**src/rtl/mem_access_stage.sv**
```systemverilog
// MEM pipeline stage: drives a req/ack data memory, aligns stores, extends loads,
// stalls the pipeline while an access is outstanding and flags misalign/timeout.
module mem_access_stage #(
  parameter int unsigned TIMEOUT = 255
) (
  input  logic        i_clk,
  input  logic        i_rst,
  input  logic        i_valid,
  input  logic        i_mem_read,
  input  logic        i_mem_write,
  input  logic [1:0]  i_size,
  input  logic        i_unsigned,
  input  logic [31:0] i_addr,
  input  logic [31:0] i_store_data,
  input  logic [4:0]  i_write_reg,
  input  logic [1:0]  i_WB_control,
  input  logic        i_mem_ack,
  input  logic [31:0] i_mem_rdata,
  output logic        o_mem_req,
  output logic        o_mem_we,
  output logic [31:0] o_mem_addr,
  output logic [3:0]  o_mem_be,
  output logic [31:0] o_mem_wdata,
  output logic [4:0]  o_write_reg,
  output logic [31:0] o_write_data,
  output logic [31:0] o_result,
  output logic [1:0]  o_WB_control,
  output logic        o_stall,
  output logic        o_misalign,
  output logic        o_bus_err
);

  localparam int unsigned CNT_W = (TIMEOUT < 1) ? 1 : $clog2(TIMEOUT + 1);

  typedef enum logic [1:0] {IDLE, BUSY, DONE} state_t;

  state_t             state_q, state_d;
  logic [CNT_W-1:0]   cnt_q;
  logic [31:0]        ld_data_q;
  logic               squash_q;
  logic [1:0]         lo_q;
  logic [1:0]         size_q;
  logic               uns_q;

  logic               mem_op;
  logic               misalign;
  logic               start;
  logic               ack_done;
  logic               tmo;
  logic [3:0]         be_c;
  logic [31:0]        wdata_c;
  logic [7:0]         byte_c;
  logic [15:0]        half_c;
  logic [31:0]        ext_c;

  assign mem_op   = i_valid & (i_mem_read | i_mem_write);
  assign misalign = ((i_size == 2'b01) & i_addr[0]) | (i_size[1] & (|i_addr[1:0]));

  // Store lane encoding from the live EX/MEM inputs
  always_comb begin
    be_c    = 4'b1111;
    wdata_c = i_store_data;
    case (i_size)
      2'b00: begin
        be_c    = 4'b0001 << i_addr[1:0];
        wdata_c = {4{i_store_data[7:0]}};
      end
      2'b01: begin
        be_c    = i_addr[1] ? 4'b1100 : 4'b0011;
        wdata_c = {2{i_store_data[15:0]}};
      end
      default: begin
        be_c    = 4'b1111;
        wdata_c = i_store_data;
      end
    endcase
  end

  // Load lane select and extension, using the attributes captured at request time
  always_comb begin
    byte_c = i_mem_rdata[7:0];
    case (lo_q)
      2'b00:   byte_c = i_mem_rdata[7:0];
      2'b01:   byte_c = i_mem_rdata[15:8];
      2'b10:   byte_c = i_mem_rdata[23:16];
      default: byte_c = i_mem_rdata[31:24];
    endcase
    half_c = lo_q[1] ? i_mem_rdata[31:16] : i_mem_rdata[15:0];
    case (size_q)
      2'b00:   ext_c = uns_q ? {24'h0, byte_c} : {{24{byte_c[7]}}, byte_c};
      2'b01:   ext_c = uns_q ? {16'h0, half_c} : {{16{half_c[15]}}, half_c};
      default: ext_c = i_mem_rdata;
    endcase
  end

  always_ff @(posedge i_clk or posedge i_rst) begin
    if (i_rst) state_q <= IDLE;
    else       state_q <= state_d;
  end

  always_comb begin
    state_d      = state_q;
    start        = 1'b0;
    ack_done     = 1'b0;
    tmo          = 1'b0;
    o_stall      = 1'b0;
    o_misalign   = 1'b0;
    o_bus_err    = 1'b0;
    o_write_reg  = i_write_reg;
    o_result     = i_addr;
    o_WB_control = i_WB_control;
    o_write_data = 32'h0;
    case (state_q)
      IDLE: begin
        if (mem_op) begin
          if (misalign) begin
            o_misalign   = 1'b1;
            o_WB_control = 2'b00;
          end else begin
            o_stall = 1'b1;
            start   = 1'b1;
            state_d = BUSY;
          end
        end
      end
      BUSY: begin
        o_stall = 1'b1;
        if (i_mem_ack) begin
          ack_done = 1'b1;
          state_d  = DONE;
        end else if (cnt_q == CNT_W'(TIMEOUT - 1)) begin
          tmo       = 1'b1;
          o_bus_err = 1'b1;
          state_d   = DONE;
        end
      end
      DONE: begin
        o_write_data = ld_data_q;
        if (squash_q) o_WB_control = 2'b00;
        state_d = IDLE;
      end
      default: state_d = IDLE;
    endcase
    if (i_rst) begin
      o_stall      = 1'b0;
      o_misalign   = 1'b0;
      o_bus_err    = 1'b0;
      o_write_reg  = 5'h0;
      o_result     = 32'h0;
      o_WB_control = 2'b00;
      o_write_data = 32'h0;
    end
  end

  // Memory interface and holding registers
  always_ff @(posedge i_clk or posedge i_rst) begin
    if (i_rst) begin
      o_mem_req   <= 1'b0;
      o_mem_we    <= 1'b0;
      o_mem_addr  <= 32'h0;
      o_mem_be    <= 4'h0;
      o_mem_wdata <= 32'h0;
      cnt_q       <= '0;
      ld_data_q   <= 32'h0;
      squash_q    <= 1'b0;
      lo_q        <= 2'b00;
      size_q      <= 2'b00;
      uns_q       <= 1'b0;
    end else if (start) begin
      o_mem_req   <= 1'b1;
      o_mem_we    <= i_mem_write;
      o_mem_addr  <= {i_addr[31:2], 2'b00};
      o_mem_be    <= be_c;
      o_mem_wdata <= i_mem_write ? wdata_c : 32'h0;
      cnt_q       <= '0;
      ld_data_q   <= 32'h0;
      squash_q    <= 1'b0;
      lo_q        <= i_addr[1:0];
      size_q      <= i_size;
      uns_q       <= i_unsigned;
    end else if (ack_done) begin
      o_mem_req <= 1'b0;
      ld_data_q <= o_mem_we ? 32'h0 : ext_c;
    end else if (tmo) begin
      o_mem_req <= 1'b0;
      ld_data_q <= 32'h0;
      squash_q  <= 1'b1;
    end else if (state_q == BUSY) begin
      cnt_q <= cnt_q + CNT_W'(1);
    end
  end

endmodule

```
**config.mk**
```make
export PLATFORM = sky130hd
export DESIGN_NAME = mem_access_stage
export DESIGN_NICKNAME = d
export VERILOG_FILES = /design/src/rtl/mem_access_stage.sv
export SDC_FILE = /design/constraint.sdc
export NUM_CORES = 1
export LEC_CHECK = 0
export ABC_AREA = 0
export CORE_ASPECT_RATIO = 1.75
export CORE_MARGIN = 1.5
export CORE_UTILIZATION = 40
export CTS_CLUSTER_SIZE = 20
export DETAILED_ROUTE_END_ITERATION = 10
export GPL_ROUTABILITY_DRIVEN = 1
export PLACE_DENSITY = 0.76
export SYNTH_ARGS = -nofsm -noshare
export SYNTH_HDL_FRONTEND = slang
export SYNTH_SLANG_ARGS = --single-unit
```
**constraint.sdc**
```tcl
create_clock -name i_clk -period 20.8 [get_ports i_clk]
set_input_delay 5.2 -clock i_clk [delete_from_list [all_inputs] [get_ports i_clk]]
set_output_delay 5.2 -clock i_clk [all_outputs]
set_load 0.02 [all_outputs]
```
==> impl_metrics.csv, run 1 <==
group,metric,value,unit
global_routing,gr-usage-all-layers,24.9,%
synth,avgSynthCellArea,10.5,um2
sta,fmax,74.2,MHz
setup_path,slowest_stage,"buf_4",
setup_path,crit_path_end_kind,"primary output",
setup_path,crit_chain,"clkdlybuf4s50_1 -> buf_4 -> inv_4 -> buf_4 -> and3_1 -> clkdlybuf4s50_1",
synth,yosys.area.top_type,"dfrtp_1",
setup_path,start_kind,"input port",
global_routing,grt_first_pass_wirelength,31.9,mm
placed_design,placedCellCount,975,
placed_design,gp_congestion,0.890,
die,io_pins,256,
synth,synth_area,6150,um2
die,start_util,41.0,%
drt,wl_per_cell,20.1,um
sta,skew,8.25,ps
synth,ys_ff_latch,116,
sta,rsz0062_at_grt,"false",
sta,worst_pin_slew,1150,ps
sta,report.final.setup_viol,0,
setup_path,cpPeakStageDelay,860,ps
power_and_ir_drop,ir_worst_vdd,0.0000571,V
power_and_ir_drop,power_frac_comb,31.8,%
drt,drt_pre_antenna_iters,5,
clock_network,cts.repair.resized,0,
setup_path,required,15600,ps
drt,antenna_left,0,
drt,avgViaCountPerCell,5.78,
clock_network,clockRootBuffer,"clkbuf_16",
sta,report.final.hold_viol_count,0,
clock_network,tritoncts,"yes",
power_and_ir_drop,p_sw,313,uW
die,die_w,96.7,um
clock_network,clk_latency,410,ps
clock_network,clk_pin_slew,50,ps
layout,antenna_cells,0,
sta,relSlewSlack,23.0,%
synth,synth_top_area_share,47.2,%
sta,min_period_over_period,64.8,%
die,coreArea,15000,um2
synth,netlist_instances,586,
drt,routed_wl,20.3,mm
die,dieArea,16200,um2
die,fp.dieH,167,um
synth,yosysSeqAreaShare,47.2,%
sta,tns,0,ps
layout,layout_common_cells,"253 x clkdlybuf4s50_1, 116 x dfrtp_1, 65 x o21ai_0, 40 x nor2b_1, 34 x and3_1",
sta,period_minus_slack,13470,ps
power_and_ir_drop,switching_share,31.5,%
clock_network,h-tree-depth,4,
global_routing,antenna_found_initial,0,
layout,drive_above_1_share,10.8,%
run_status,status,"completed",
die,rows,59,
layout,nets,925,
setup_path,worstPathArrival,8270,ps
power_and_ir_drop,power_density,106,nW/um2
min_path,hp-class,"reg2reg",
layout,final_common_cell,"clkdlybuf4s50_1",
power_and_ir_drop,power.share.clock,34.0,%
clock_network,clkSinkCount,116,
synth,synth_edf_count,0,
drt,drt-initial-drc-count,321,
layout,final_cells,1007,
setup_path,path_class,"in2out",
synth,async_flop_share,100,%
setup_path,crit_fanout,84,
placed_design,port_buffers,253,
clock_network,post_cts_buffers,0,
drt,drc_errors,0,
power_and_ir_drop,p_int,682,uW
sta,maxSlewViolCount,0,
global_routing,grt_pass1_vias,5989,
synth,synth_area_leaders,"dfrtp_1 47%, mux2_2 6.0%, o21ai_0 5.3%, mux2i_1 4.7%, a221o_1 4.2%",
flow_run,maxCapViolCount,0,
synth,synth_flop_cell,"dfrtp_1",
clock_network,clock_path_buffers,2,
power_and_ir_drop,pwr-share-seq,34.2,%
global_routing,grt_max_degree,85,
drt,via_count,5821,
clock_network,cts_buffers,17,
clock_network,cts-hold-fix-buffers,0,
synth,yosys_warnings,0,
placed_design,dp_hpwl,15.1,mm
layout,area_growth,53.2,%
power_and_ir_drop,p_leak,4.00,nW
synth,ys_types,49,
global_routing,grt-ovfl-total,0,
-- area by class of cell --
class	instances	area [um2]
clock buffers	20	467
clock inverters	12	225
fillers	1218	5560
inverters	18	70.1
multi-input cells	400	2960
flip-flops and latches	116	2900
well taps	183	229
repair buffers	258	2570
-- state kept, by name, indices dropped and copies added, names as in the netlist --
| signal | flops |
|---|---|
| ld_data_q | 32 |
| o_mem_wdata | 32 |
| o_mem_addr | 30 |
| cnt_q | 8 |
| o_mem_be | 4 |
| lo_q | 2 |
| size_q | 2 |
| state_q | 2 |
| o_mem_req | 1 |
| o_mem_we | 1 |
| squash_q | 1 |
| uns_q | 1 |
-- synth_stat cells (2+ instances only) --
library cell,count
a21o_1,2
nor2b_1,41
a21oi_1,15
mux4_2,8
buf_2,17
o211ai_1,12
xor2_1,3
buf_4,3
or3_1,4
o31ai_1,16
and2_1,5
clkbuf_1,31
nand2b_1,3
o22ai_1,9
mux2i_1,29
clkinv_1,2
o21ai_0,65
a211o_1,8
dfrtp_1,116
a22o_1,2
o2bb2ai_1,8
a221o_1,26
and3_1,34
inv_1,16
nor3_1,5
mux2_2,33
nor2_1,19
nand3_1,11
ha_1,2
nand2_1,22
-- routing by layer --
layer  up-vias  global-route usage [%]  wire, um
li1       2607                       -         -
met1      2840                    28.3      7320
met2       314                    43.3     10600
met3        60                    5.71      1470
met4         0                    13.0       948
met5         -                       0         0
-- logic make-up after synthesis --
logic type	share of synthesized area, %
xor gates and xnor gates	0.570
adders and majority gates	0.407
and+or+nand+nor	13.9
other	0.0610
AOI/OAI and AO/OA	19.2
DFF	47.2
buffers and inverters	4.98
muxes	13.7
-- final timing paths --
check	slack [ps]	cells after the start	from	to
setup / recovery	7330	6	i_rst	o_write_data[1]
hold / removal	480	1	cnt_q[6]	cnt_q[6]
setup reg to reg	18040	4	state_q[1]	ld_data_q[18]
hold reg to reg	480	1	cnt_q[6]	cnt_q[6]
max in group asynchronous	13800	4	i_rst	lo_q[1]
min in group asynchronous	5560	3	i_rst	cnt_q[3]
-- power by group through the flow --
stage	registers (mW)	clock network (mW)	logic, mW
floorplan	0.367	0	0.139
global placement	0.339	0	0.309
detailed placement	0.343	0	0.316
CTS	0.340	0.344	0.318
global route	0.349	0.356	0.336
finish	0.340	0.339	0.317
-- worst max-delay path: cells and delay by family --
family                 cells  cell delay [ps]
buffers and inverters      5             2700
AND/OR/NAND/NOR            1              290
-- per-stage QoR --
step | total power [mW] | instance area [um2] | utilization (%) | worst slack, ps | hold slack [ps]
floorplan | 0.506 | 6150 | - | 6120 | 439
global placement | 0.649 | 8730 | 58.3 | 7370 | 455
detailed placement | 0.658 | 8730 | 58.3 | 7230 | 468
CTS | 1.00 | 9420 | 62.9 | 7260 | 483
global route | 1.04 | 9420 | 62.9 | 7000 | 505
finish | 0.996 | 9420 | 62.9 | 7330 | 480
(Power assumes the default switching activity.)
==> run 2: changes to the inputs <==
Settings changed: CORE_UTILIZATION 40 to 39, PLACE_DENSITY 0.76 to 0.77.
Clock period 20.8 ns to 10.91 ns, I/O delays scaled along.
==> impl_metrics.csv, run 2 (synthesized netlist as in run 1, its figures left out) <==
group,metric,value,unit
run_status,status,"completed",
clock_network,cts_buffers,17,
layout,final_cells,1012,
layout,fin_area,9320,um2
die,fp.dieH,169,um
setup_path,worstReg2RegStart,"state_q[1]",
min_path,hp-class,"reg2reg",
layout,area_growth,51.4,%
setup_path,crit_path_frequent_cell,"clkdlybuf4s50_1",
setup_path,worstPathArrival,5330,ps
sta,tns,0,ps
setup_path,crit_fanout,17,
sta,holdWs,466,ps
clock_network,cts.repair.resized,0,
sta,report.final.hold_viol_count,0,
drt,drt-initial-drc-count,261,
layout,drive_above_1_share,10.8,%
global_routing,grt-ovfl-total,0,
placed_design,dp_hpwl,14.6,mm
power_and_ir_drop,power_density,190,nW/um2
layout,nets,927,
clock_network,clk_latency,400,ps
sta,skew,6.24,ps
drt,avgViaCountPerCell,5.68,
die,coreArea,15400,um2
global_routing,grt_first_pass_wirelength,30.9,mm
sta,min_period_over_period,73.9,%
clock_network,h-tree-depth,4,
clock_network,cts-hold-fix-buffers,0,
drt,drt_pre_antenna_iters,5,
sta,maxSlewViolCount,0,
global_routing,antenna_found_initial,2,
setup_path,cpPeakStageDelay,850,ps
sta,worst_pin_slew,1100,ps
setup_path,crit_chain,"clkdlybuf4s50_1 -> a21oi_1 -> nor2_2 -> a221oi_1 -> and2_1 -> clkdlybuf4s50_1",
power_and_ir_drop,p_total,1.77,mW
min_path,hold_path_depth,1,
placed_design,gp_congestion,0.884,
drt,via_count,5753,
setup_path,required,8180,ps
power_and_ir_drop,ir_worst_vdd,0.000102,V
drt,wl_per_cell,19.6,um
sta,relSlewSlack,26.2,%
clock_network,tritoncts,"yes",
clock_network,clockRootBuffer,"clkbuf_16",
flow_run,maxCapViolCount,0,
die,io_pins,256,
layout,final_common_cell,"clkdlybuf4s50_1",
drt,routed_wl,19.9,mm
global_routing,grt_pass1_vias,5838,
setup_path,rr_worst_depth,4,
clock_network,clock_path_buffers,2,
sta,fmax,124,MHz
global_routing,gr-usage-all-layers,23.7,%
setup_path,slowest_stage,"clkdlybuf4s50_1",
drt,antenna_left,0,
setup_path,start_kind,"input port",
layout,layout_common_cells,"253 x clkdlybuf4s50_1, 116 x dfrtp_1, 65 x o21ai_0, 41 x nor2b_1, 34 x and3_1",
sta,rsz0062_at_grt,"false",
placed_design,placedCellCount,980,
drt,drc_errors,0,
die,rows,60,
sta,period_minus_slack,8060,ps
setup_path,path_class,"in2out",
die,dieArea,16600,um2
power_and_ir_drop,p_leak,3.94,nW
min_path,hold_start,"cnt_q[6]",
placed_design,port_buffers,253,
min_path,hold_end,"cnt_q[6]",
clock_network,clk_pin_slew,50,ps
setup_path,r2r_slack,8180,ps
placed_design,postPlaceCellArea,8750,um2
layout,reg_top3,"ld_data_q x32, o_mem_wdata x32, o_mem_addr x30",
setup_path,crit_path_end_kind,"primary output",
clock_network,clkSinkCount,116,
setup_path,rr_endpoint,"ld_data_q[25]",
global_routing,grt_max_degree,96,
clock_network,post_cts_buffers,0,
sta,report.final.setup_viol,0,
die,start_util,40.0,%
die,die_w,97.9,um
run 2: metrics by stage:
step / setup WS, ps / util, %
after floorplan: 1170 / -
after global placement: 2920 / 56.8
after detailed placement: 2880 / 56.8
after CTS: 2830 / 60.5
after global routing: 2670 / 60.5
final: 2850 / 60.5
run 2: metal layers:
layer	wire length [um]	up-vias	GRT usage, %
met5	17	-	0
met2	10200	312	40.4
li1	-	2609	-
met3	1440	64	5.48
met4	1120	2	15.0
met1	7040	2766	26.4
run 2: critical path: cells and delay by family:
kind,cells,cell delay (ps)
buf+inv,2,1440
compound gates,2,890
simple gates,2,260
run 2: how the worst max path moves through the flow:
stage                     startpoint  depth (start not counted)  slack [ps]                to
after global routing       i_size[1]                          6        2670   o_WB_control[1]
after CTS                  i_size[1]                          6        2830   o_WB_control[0]
final                      i_size[1]                          6        2850   o_WB_control[0]
after detailed placement   i_size[1]                          6        2880   o_WB_control[0]
after floorplan                i_rst                          3        1170  o_write_data[22]
after global placement     i_size[1]                          6        2920   o_WB_control[0]
run 2: area by class of cell:
cell class,instances,area [um2]
multi-input cells,400,2960
diodes,1,2.50
fillers,1269,6070
flip-flops and latches,116,2900
well taps,186,233
inverters,18,70.1
clock inverters,13,128
repair buffers,260,2580
clock buffers,18,439
run 2: where the power goes:
| part | internal (mW) | switching [mW] |
|---|---|---|
| combinational | 0.305 | 0.295 |
| clock | 0.320 | 0.203 |
| sequential | 0.549 | 0.0983 |
==> run 3: changes to the inputs <==
Clock period 10.91 ns to 6.67 ns, I/O delays scaled along.
==> impl_metrics.csv, run 3 (synthesized netlist as in run 1, its figures left out) <==
group,metric,value,unit
die,start_util,40.0,%
sta,min_period_over_period,85.0,%
layout,final_common_cell,"clkdlybuf4s50_1",
setup_path,slowest_stage,"clkdlybuf4s50_1",
clock_network,cts-hold-fix-buffers,0,
die,coreArea,15400,um2
min_path,hold_start,"cnt_q[6]",
global_routing,grt_max_degree,67,
power_and_ir_drop,p_int,2.02,mW
sta,period_minus_slack,5670,ps
layout,area_growth,52.7,%
sta,relSlewSlack,24.3,%
layout,reg_top3,"ld_data_q x32, o_mem_wdata x32, o_mem_addr x30",
power_and_ir_drop,switching_share,32.5,%
drt,avgViaCountPerCell,5.71,
setup_path,crit_buf_inv,2,
power_and_ir_drop,pwr-share-seq,35.3,%
global_routing,use_met3,5.81,%
setup_path,crit_family,"buffers and inverters",
setup_path,crit_chain,"clkdlybuf4s50_1 -> nor2_1 -> nor2_2 -> a221oi_1 -> and2_1 -> clkdlybuf4s50_1",
placed_design,gp_congestion,0.899,
min_path,hp-class,"reg2reg",
global_routing,grt-ovfl-total,0,
layout,nets,931,
sta,report.final.hold_viol_count,0,
clock_network,clkSinkCount,116,
setup_path,crit_fanout,9,
power_and_ir_drop,power.share.clock,31.5,%
sta,worst_pin_slew,1130,ps
power_and_ir_drop,p_leak,4.00,nW
drt,drt-initial-drc-count,269,
global_routing,globalRouteMet2Util,42.2,%
die,dieArea,16600,um2
placed_design,port_buffers,253,
global_routing,use_met1,28.0,%
placed_design,postPlaceCellArea,8780,um2
clock_network,clk_pin_slew,50,ps
layout,antenna_cells,0,
power_and_ir_drop,power_density,319,nW/um2
setup_path,crit_path_frequent_cell,"clkdlybuf4s50_1",
setup_path,worstReg2RegStart,"state_q[1]",
clock_network,clk_latency,410,ps
drt,via_count,5800,
setup_path,start_kind,"input port",
layout,utilization,61.0,%
clock_network,h-tree-depth,4,
setup_path,path_class,"in2out",
drt,antenna_left,0,
drt,drc_errors,0,
layout,layout_common_cells,"253 x clkdlybuf4s50_1, 116 x dfrtp_1, 65 x o21ai_0, 41 x nor2b_1, 34 x and3_1",
setup_path,rr_worst_depth,4,
sta,rsz0062_at_grt,"false",
drt,drt_pre_antenna_iters,5,
power_and_ir_drop,p_sw,971,uW
sta,tns,0,ps
setup_path,crit_path_end_kind,"primary output",
flow_run,maxCapViolCount,0,
clock_network,clockRootBuffer,"clkbuf_16",
clock_network,post_cts_buffers,0,
min_path,hold_end,"cnt_q[6]",
die,rows,60,
setup_path,cpPeakStageDelay,620,ps
placed_design,dp_hpwl,15.2,mm
min_path,hold_path_depth,1,
global_routing,busiest_layer,"met2",
sta,skew,9.93,ps
global_routing,grt_pass1_vias,5981,
clock_network,tritoncts,"yes",
global_routing,grt_first_pass_wirelength,32.3,mm
clock_network,clock_path_buffers,2,
layout,drive_above_1_share,11.1,%
setup_path,r2r_slack,3870,ps
power_and_ir_drop,ir_worst_vdd,0.000189,V
sta,fmax,176,MHz
sta,report.final.setup_viol,0,
die,io_pins,256,
clock_network,cts_buffers,17,
setup_path,rr_endpoint,"ld_data_q[25]",
layout,fin_area,9390,um2
setup_path,worstPathArrival,4000,ps
die,die_w,97.9,um
power_and_ir_drop,power_frac_comb,33.1,%
global_routing,antenna_found_initial,0,
setup_path,required,5000,ps
sta,maxSlewViolCount,0,
run_status,status,"completed",
drt,routed_wl,20.7,mm
clock_network,cts.repair.resized,0,
global_routing,gr-usage-all-layers,24.6,%
die,fp.dieH,169,um
drt,wl_per_cell,20.4,um
run 3: worst max-delay path by stage:
stage | startpoint | to | slack (ps) | depth (start not counted)
final | i_addr[0] | o_WB_control[0] | 1000 | 6
after global routing | i_addr[0] | o_WB_control[1] | 830 | 6
after CTS | i_addr[0] | o_WB_control[0] | 1000 | 6
after detailed placement | i_addr[0] | o_WB_control[0] | 990 | 6
after global placement | i_addr[0] | o_WB_control[0] | 1030 | 6
after floorplan | i_rst | o_write_data[22] | 1060 | 3
run 3: area by class of cell:
type	count	area [um2]
clock buffer	18	429
sequential	116	2900
clock inverter	13	185
fill	1243	6000
inverter	18	70.1
tap	186	233
multi-input combinational	400	2960
timing repair buffer	264	2620
run 3: metal layers:
metal  part of all wire (%)  vias to the layer above
met1                     36                     2841
met5                      0                        -
met2                     52                      291
li1                       -                     2614
met3                    6.8                       54
met4                    4.8                        0
run 3: metrics by stage:
step,hold WS (ps),instances,setup WS (ps),power (mW)
2_1_floorplan,439,587,1060,1.58
6_report,482,1015,1000,2.99
3_5_place_dp,472,984,994,2.06
3_3_place_gp,464,984,1030,2.02
5_1_grt,497,1015,833,3.13
4_1_cts,485,1015,999,3.01
run 3: power groups by stage:
stage / Combinational [mW] / Sequential (mW) / Clock (mW)
final: 0.991 / 1.06 / 0.944
after global routing: 1.05 / 1.08 / 0.994
after CTS: 0.996 / 1.06 / 0.959
after detailed placement: 0.991 / 1.06 / 0
after global placement: 0.971 / 1.05 / 0
after floorplan: 0.434 / 1.14 / 0
